**config.mk**
```make
export PLATFORM = sky130hd
export DESIGN_NAME = mstq_arbiter
export DESIGN_NICKNAME = d
export VERILOG_FILES = /design/src/rtl/mstq_arbiter_pkg.sv /design/src/rtl/rr_pick2.sv /design/src/rtl/mstq_arbiter.sv
export SDC_FILE = /design/constraint.sdc
export NUM_CORES = 1
export LEC_CHECK = 0
export ABC_CLOCK_PERIOD_IN_PS = 3100
export BUFFER_PORTS_ARGS = -buffer_cell sky130_fd_sc_hd__buf_4
export CAP_MARGIN = 5
export CELL_PAD_IN_SITES_DETAIL_PLACEMENT = 1
export CELL_PAD_IN_SITES_GLOBAL_PLACEMENT = 2
export CORE_MARGIN = 2
export CORE_UTILIZATION = 33
export DETAILED_ROUTE_END_ITERATION = 8
export PLACE_DENSITY = 0.87
export SETUP_SLACK_MARGIN = 0.2
export SLEW_MARGIN = 20
export SYNTH_ARGS = -nofsm -noshare
export SYNTH_HDL_FRONTEND = slang
export SYNTH_SLANG_ARGS = --single-unit
```
**constraint.sdc**
```tcl
create_clock -name clk_125 -period 3.1 [get_ports clk_125]
set_clock_uncertainty 0.05 [all_clocks]
set_input_delay 0 -clock clk_125 [delete_from_list [all_inputs] [get_ports clk_125]]
set_output_delay 0 -clock clk_125 [all_outputs]
set_load 0.02 [all_outputs]
```
**src/rtl/mstq_arbiter_pkg.sv**
```systemverilog
// Shared constants and types for the master-FIFO packet arbiter.
package mstq_arbiter_pkg;

    localparam int unsigned W         = 18;
    localparam int unsigned CNT_W     = 16;
    localparam int unsigned START_BIT = W - 1;
    localparam int unsigned END_BIT   = W - 2;

    localparam logic [CNT_W-1:0] CNT_INC = CNT_W'(1);

    typedef enum logic {
        StIdle = 1'b0,
        StBusy = 1'b1
    } state_e;

    function automatic logic is_start(input logic [W-1:0] word);
        return word[START_BIT];
    endfunction

    function automatic logic is_end(input logic [W-1:0] word);
        return word[END_BIT];
    endfunction

endpackage

```
**src/rtl/rr_pick2.sv**
```systemverilog
// Two-input round-robin chooser: on a tie the port that was not served last wins.
module rr_pick2 (
    input  logic [1:0] i_cand,
    input  logic       i_last,
    output logic       o_win,
    output logic       o_any
);

    assign o_win = (i_cand == 2'b11) ? ~i_last : i_cand[1];
    assign o_any = |i_cand;

endmodule

```
**src/rtl/mstq_arbiter.sv**
```systemverilog
// Packet arbiter sharing the bus-master command FIFO between two receivers.
// Grant is held from start word to end word; zero-latency pass-through datapath.
module mstq_arbiter
    import mstq_arbiter_pkg::*;
(
    input  logic             clk_125,
    input  logic             sys_rst_n,
    input  logic             req0_valid,
    input  logic [W-1:0]     req0_data,
    output logic             req0_ready,
    input  logic             req1_valid,
    input  logic [W-1:0]     req1_data,
    output logic             req1_ready,
    output logic [W-1:0]     mst_din,
    output logic             mst_wr_en,
    input  logic             mst_full,
    input  logic [1:0]       port_en,
    output logic [CNT_W-1:0] pkt_cnt0,
    output logic [CNT_W-1:0] pkt_cnt1,
    output logic [CNT_W-1:0] drop_cnt0,
    output logic [CNT_W-1:0] drop_cnt1,
    output logic             proto_err,
    input  logic             err_clr
);

    state_e           r_state;
    logic             r_owner;
    logic             r_last;
    logic             r_drop_mode;
    logic             r_proto_err;
    logic [CNT_W-1:0] r_pkt_cnt0;
    logic [CNT_W-1:0] r_pkt_cnt1;
    logic [CNT_W-1:0] r_drop_cnt0;
    logic [CNT_W-1:0] r_drop_cnt1;

    logic [1:0]   w_valid;
    logic [1:0]   w_start;
    logic [1:0]   w_cand;
    logic [1:0]   w_bad;
    logic [1:0]   w_ready;
    logic         w_busy;
    logic         w_win;
    logic         w_any;
    logic         w_sel;
    logic [W-1:0] w_sel_data;
    logic         w_sel_valid;
    logic         w_drop;
    logic         w_fwd_ok;
    logic         w_accept;
    logic         w_done;
    logic         w_err_set;

    assign w_valid = {req1_valid, req0_valid};
    assign w_start = {is_start(req1_data), is_start(req0_data)};
    assign w_busy  = (r_state == StBusy);

    // In IDLE, words without a start bit are strays: swallowed per port, never granted.
    assign w_cand = w_busy ? 2'b00 : (w_valid & w_start);
    assign w_bad  = w_busy ? 2'b00 : (w_valid & ~w_start);

    rr_pick2 u_pick (
        .i_cand (w_cand),
        .i_last (r_last),
        .o_win  (w_win),
        .o_any  (w_any)
    );

    assign w_sel       = w_busy ? r_owner : w_win;
    assign w_sel_data  = w_sel ? req1_data : req0_data;
    assign w_sel_valid = w_busy ? w_valid[w_sel] : w_any;
    // Enable is only looked at on the start word; drop_mode carries it through the sequence.
    assign w_drop      = w_busy ? r_drop_mode : ~port_en[w_win];
    assign w_fwd_ok    = w_drop | ~mst_full;
    assign w_accept    = w_sel_valid & w_fwd_ok;
    assign w_done      = w_accept & is_end(w_sel_data);
    assign w_err_set   = (|w_bad) | (w_busy & w_accept & is_start(w_sel_data));

    // Ready per port: stray consumption plus the granted port's forwarding ready.
    always_comb begin
        w_ready = w_bad;
        if (w_busy || w_any) begin
            w_ready[w_sel] = w_ready[w_sel] | w_fwd_ok;
        end
        if (!sys_rst_n) begin
            w_ready = 2'b00;
        end
    end

    assign req0_ready = w_ready[0];
    assign req1_ready = w_ready[1];
    assign mst_din    = w_sel_data;
    assign mst_wr_en  = w_accept & ~w_drop & sys_rst_n;

    assign pkt_cnt0  = r_pkt_cnt0;
    assign pkt_cnt1  = r_pkt_cnt1;
    assign drop_cnt0 = r_drop_cnt0;
    assign drop_cnt1 = r_drop_cnt1;
    assign proto_err = r_proto_err;

    // Grant FSM, statistics counters and sticky error flag.
    always_ff @(posedge clk_125 or negedge sys_rst_n) begin
        if (!sys_rst_n) begin
            r_state     <= StIdle;
            r_owner     <= 1'b0;
            r_last      <= 1'b1;
            r_drop_mode <= 1'b0;
            r_proto_err <= 1'b0;
            r_pkt_cnt0  <= '0;
            r_pkt_cnt1  <= '0;
            r_drop_cnt0 <= '0;
            r_drop_cnt1 <= '0;
        end else begin
            if (w_err_set) begin
                r_proto_err <= 1'b1;
            end else if (err_clr) begin
                r_proto_err <= 1'b0;
            end

            if (w_done) begin
                unique case ({w_drop, w_sel})
                    2'b00: r_pkt_cnt0  <= r_pkt_cnt0 + CNT_INC;
                    2'b01: r_pkt_cnt1  <= r_pkt_cnt1 + CNT_INC;
                    2'b10: r_drop_cnt0 <= r_drop_cnt0 + CNT_INC;
                    2'b11: r_drop_cnt1 <= r_drop_cnt1 + CNT_INC;
                endcase
            end

            case (r_state)
                StIdle: begin
                    if (w_accept) begin
                        r_owner <= w_win;
                        r_last  <= w_win;
                        if (!is_end(w_sel_data)) begin
                            r_state     <= StBusy;
                            r_drop_mode <= w_drop;
                        end
                    end
                end
                StBusy: begin
                    if (w_done) begin
                        r_state <= StIdle;
                    end
                end
                default: r_state <= StIdle;
            endcase
        end
    end

endmodule

```
# --- After elaboration in Yosys (flattened, before gate mapping) ---
# Index checks and enable logic that the tools add are counted.
totals:
  ff_bits: 69
  elab_cells: 74
classes:
  n_addsub: 4
  order_cmp: 3
  eq_ne: 4
  mux: 24
  bitwise: 18
  n_reduce_logical: 12
op_table:
  columns: ["operator", "count"]
  rows:
  - ["adder 16 x 1 -> 16 bit (second input constant)", 4]
  - ["2-to-1 mux 18 bit", 1]
  - ["2-to-1 mux 1 bit", 16]
  - ["AND reduction 2 bit", 5]
  - ["2-to-1 mux 2 bit", 4]
  - ["AND 1 bit", 6]
  - ["equality test 2 bit (second input constant)", 3]
  - ["NOT 1 bit", 6]
  - ["AND 2 bit", 2]
  - ["< comparator 1 x 2 -> 1 bit (second input constant)", 2]
  - ["OR reduction 2 bit", 2]
  - ["OR 1 bit", 3]
  - ["AND reduction 3 bit", 1]
  - ["bitwise mux 2 bit", 1]
  - ["equality test 2 x 1 -> 1 bit (second input constant)", 1]
  - ["zero test 2 bit", 1]
  - ["NOT 2 bit", 1]
  - ["case mux 1 bit (2 select lines)", 1]
  - ["nonzero test 2 bit", 1]
  - ["demux 1 bit (select 1 bit)", 1]
  - [">= comparator 1 bit (second input constant)", 1]
  - ["logical AND 1 bit", 1]
  - ["logical OR 1 bit", 1]

# --- Longest topological paths before layout ---
logic_depth:
  word_depth: 14
  depth_mapped: 9

# --- Cells and area by module ---
# Synthesis repeated with hierarchy kept, for this count alone.
unflattened:
  cells_unflattened: 312
  hier_area_um2: 3543.4
by_module_without_submodules:
  columns: ["module", "n_inst", "cells_each", "area_per_inst_um2"]
  rows:
  - ["mstq_arbiter", 1, 310, 3529.6]
  - ["rr_pick2", 1, 2, 13.8]

# --- Least setup slack after synthesis ---
# Ideal clock, no wire load.
synth_timing:
  path_kind: "register to register"
  from: "reg r_last"
  to: "reg r_drop_cnt0[3], in the netlist drop_cnt0[3]"
  setup_time_ns: 0.130
  arrival_ns: 1.957
  slack_ns: 0.962
  stages_incl_launch_ff: 8
  cell_sequence: "dfstp_2 and3_1 buf_6 or4_4 a211oi_4 buf_6 nand4_1 xnor2_1"
synth_via:
  elab_chain_cells: 10
  elab_cells_between_ends: 16
  cone_classes: "eq/ne (1); mux (9); bitwise (5); reduce/logical (1)"
synth_rtl:
  columns: ["element", "line_no", "rtl"]
  rows:
  - ["start: declaration", "mstq_arbiter.sv:28", "logic r_last;"]
  - ["start signal: assignment", "mstq_arbiter.sv:132", "r_last <= w_win;"]
  - ["NOT 1 bit *", "rr_pick2.sv:9", "assign o_win = (i_cand == 2'b11) ? ~i_last : i_cand[1];"]
  - ["2-to-1 mux 1 bit *", "rr_pick2.sv:9", null]
  - ["2-to-1 mux 1 bit (implied by the code) (2 in series)", "mstq_arbiter.sv:72", "assign w_drop = w_busy ? r_drop_mode : ~port_en[w_win];"]
  - ["NOT 1 bit", "mstq_arbiter.sv:72", null]
  - ["2-to-1 mux 1 bit", "mstq_arbiter.sv:72", null]
  - ["OR 1 bit", "mstq_arbiter.sv:73", "assign w_fwd_ok = w_drop | ~mst_full;"]
  - ["AND 1 bit", "mstq_arbiter.sv:74", "assign w_accept = w_sel_valid & w_fwd_ok;"]
  - ["AND 1 bit", "mstq_arbiter.sv:75", "assign w_done = w_accept & is_end(w_sel_data);"]
  - ["AND reduction 2 bit (no source line) *", null, null]
  - ["end signal: assignment", "mstq_arbiter.sv:123", "2'b10: r_drop_cnt0 <= r_drop_cnt0 + CNT_INC;"]
  - ["end: declaration", "mstq_arbiter.sv:33", "logic [CNT_W-1:0] r_drop_cnt0;"]
# Every way passes the cells marked *; elsewhere a longest branch is shown, timed or not. The select of a mux whose other input is x is not followed.
# A chain may end at the register's enable or synchronous reset.

==> impl_metrics.tcl <==
set metrics [dict create \
    status "complete, no violations" \
    critPathCapture "r_drop_mode$_DFFE_PN0P_" \
    nets 524 \
    slowest_stage "dfrtp_1" \
    synth.area.top_cells "dfrtp_1 46%, xnor2_1 9.2%, mux2_2 7.0%" \
    ios 130 \
    die_h_um 110 \
    ys_warn_count 0 \
    clockBufferDepth 2 \
    fillCellCount 1217 \
    seq_power_share_pct 34.3 \
    post-route-period-util_pct 84.5 \
    p_leak_nw 2.50 \
    synth_area_um2 3710 \
    portBuffers 129 \
    p_switching_mw 1.23 \
    p_int_mw 2.30 \
    grt_pass1_wl_um 17100 \
    ys_seq_elements 69 \
    worstSetupStartpointType "flop" \
    chipWidth_um 110 \
    totalWireLength_um 10500 \
    worst_path_most_repeated_cell "nand2_1" \
    finalSetupViolCount 0 \
    gp_congestion 0.787 \
    grt_pass1_vias 3376 \
    grtUsageTotal_pct 18.1 \
    wl_per_cell_um 16.8 \
    num_vias 3180 \
    slew-limit-headroom_pct 43.7 \
    syn_area_per_cell_um2 10.8 \
    min_path_type "primary input to flop" \
    clkLatencyLatePin_ns 0.33 \
    initialDrtViolationCount 72 \
    synth_edf_count 0 \
    overflow 0 \
    cts.reportedPaths.clkPinSlew_ns 0.05 \
    synthToLayoutAreaGrowth_pct 38.8 \
    rsz0062_at_grt "false" \
    yosys.area.top_type_share_pct 45.8 \
    synthArstFlopShare_pct 100 \
    h-tree-depth 3 \
    grt_start_max_net_pins 59 \
    max_freq_ghz 0.382 \
    core_area_um2 10900 \
    diodes 0 \
    crit_arrival_ns 2.82 \
    ant_nets 0 \
    ys.flop_type "dfrtp_1" \
    p_clk_share_pct 32.4 \
    cts.sinks 69 \
    via_per_inst 5.12 \
    holdWs_ns 0.0360 \
    maxCapViolations 0 \
    required_ns 3.30 \
    cts_tree "done" \
    synth_nets 393 \
    yosysSeqAreaShare_pct 46.5 \
    dp_hpwl_um 7850 \
    antenna_found_initial 0 \
    detail_route.first_pass.iterations 4 \
    cp-end-kind "flop" \
    drive_above_1_share_pct 38.0 \
    rrSetupSlack_ns 0.48 \
    p_per_area_nw_per_um2 683 \
    postCtsSetupRepairBufs 0 \
    initial_utilization_pct 34.0 \
    tns_ns 0 \
    cpPeakStageDelay_ns 0.74 \
    drc_errors 0 \
    synth_cell_types 48 \
    critPathMaxFanout 19 \
    reg2reg_to "r_drop_mode$_DFFE_PN0P_" \
    cp_cell_sequence "nand2_1 -> o311ai_4 -> nand2_1 -> a2111oi_0 -> mux2i_1" \
    cts_buffers 9 \
    yosys-top-cells-count "68 x dfrtp_1, 39 x xnor2_1, 25 x nand4_1" \
    peakVddDrop_uv 316 \
    power_mw 3.52 \
    clock-root-buffer "clkbuf_16" \
    synth.most_common_cell "dfrtp_1" \
    max_slew.worst_pin.slew_ns 0.843 \
    netlist_instances 345 \
    path_class "flop to flop" \
    yosysTopAreaCell "dfrtp_1" \
    power.share.combinational_pct 33.3 \
    reg2reg_depth 5 \
    die_area_um2 12100 \
    final_util_pct 47.2 \
    swShare_pct 34.8 \
    whs_path_depth 3 \
    maxSlewViolCount 0 \
    hold_violations 0 \
    num_rows 38 \
    min_period_ns 2.62 \
]
flip-flops by register name, summed over array words and instances (netlist names), named ones only:
name	count
drop_cnt0	16
drop_cnt1	16
pkt_cnt0	16
pkt_cnt1	16
proto_err	1
r_drop_mode	1
r_last	1
r_owner	1
power by group through the flow:
stage / combinational (mW) / clock, mW / sequential (mW)
2_1_floorplan: 0.707 / 0 / 1.23
3_3_place_gp: 1.16 / 0 / 1.22
3_5_place_dp: 1.18 / 0 / 1.22
4_1_cts: 1.19 / 1.16 / 1.21
5_1_grt: 1.27 / 1.21 / 1.23
6_report: 1.17 / 1.14 / 1.21
repair_timing:
action | in CTS | in global routing
gates resized for setup | 0 | 1
setup endpoints to repair | 0 | 1
endpoints found under the hold margin | 55 | 0
hold buffers | 2 | 0
through the flow:
| step | worst slack, ns | cells | cell area [um2] |
|---|---|---|---|
| after floorplan | 0.962 | 345 | 3710 |
| after global placement | 0.576 | 603 | 4800 |
| after detailed placement | 0.423 | 603 | 4800 |
| final | 0.482 | 621 | 5160 |
| after global routing | 0.254 | 621 | 5160 |
| after CTS | 0.396 | 621 | 5150 |
worst min-delay path by stage:
stage,startpoint,endpoint,slack [ns]
3_3_place_gp,sys_rst_n,drop_cnt1[13]$_DFFE_PN0P_,0.06
6_report,mst_full,flop,0.04
4_1_cts,mst_full,r_drop_mode$_DFFE_PN0P_,0.03
5_1_grt,mst_full,r_drop_mode$_DFFE_PN0P_,0.07
2_1_floorplan,sys_rst_n,asynchronous set/reset pin,-0.35
3_5_place_dp,sys_rst_n,drop_cnt1[14]$_DFFE_PN0P_,0.07
final cells by class:
class	count	area (um2)	area share, %
multi-input cells	255	1880	36.5
flip-flops and latches	69	1730	33.5
repair buffers	134	1010	19.6
clock buffers	11	253	4.90
well taps	140	175	3.40
clock inverters	5	81.3	1.58
inverters	7	26.3	0.510
cell families after synthesis:
logic type               share of synthesized area [%]
AND/OR/NAND/NOR                                   21.5
flip-flops                                        46.5
multiplexers                                      7.78
XOR/XNOR                                          14.1
buffers and inverters                             2.96
adder cells (fa/ha/maj)                           1.35
AO/OA/AOI/OAI                                     5.73
layer usage:
metal,vias to the layer above,part of all wire [%],global-route usage [%]
li1,1514,-,-
met1,1554,42,21.8
met2,103,50,31.6
met3,9,6.2,4.82
met4,0,1.1,5.89
met5,-,0,0
placed cells by master, fill, tap and decap left out, drive strengths merged, types with 2 or more instances in the layout:
cell         Yosys  routed
buf              9     132
dfrtp           68      68
xnor2           39      39
nand4           25      25
nand2           25      25
nand3           24      24
mux2            23      23
and3            21      21
xor2            21      21
nor3            15      15
clkbuf           5      11
nor2            10      10
inv              7       8
nor4             7       7
nor2b            4       4
and4             4       4
ha               4       4
mux2i            3       3
a21boi           2       2
or2b             2       2
o21a             2       2
a21oi            2       2
and2             2       2
bufinv           0       2
dlygate4sd3      0       2
a32oi            2       2
worst max-delay path, delay by kind of cell, from the launching register on:
| family | cells | cell delay, ns |
|---|---|---|
| AND/OR/NAND/NOR | 2 | 0.58 |
| flip-flops | 1 | 0.74 |
| multiplexers | 1 | 0.24 |
| AO/OA/AOI/OAI | 2 | 0.92 |
(Power assumes the default switching activity.)
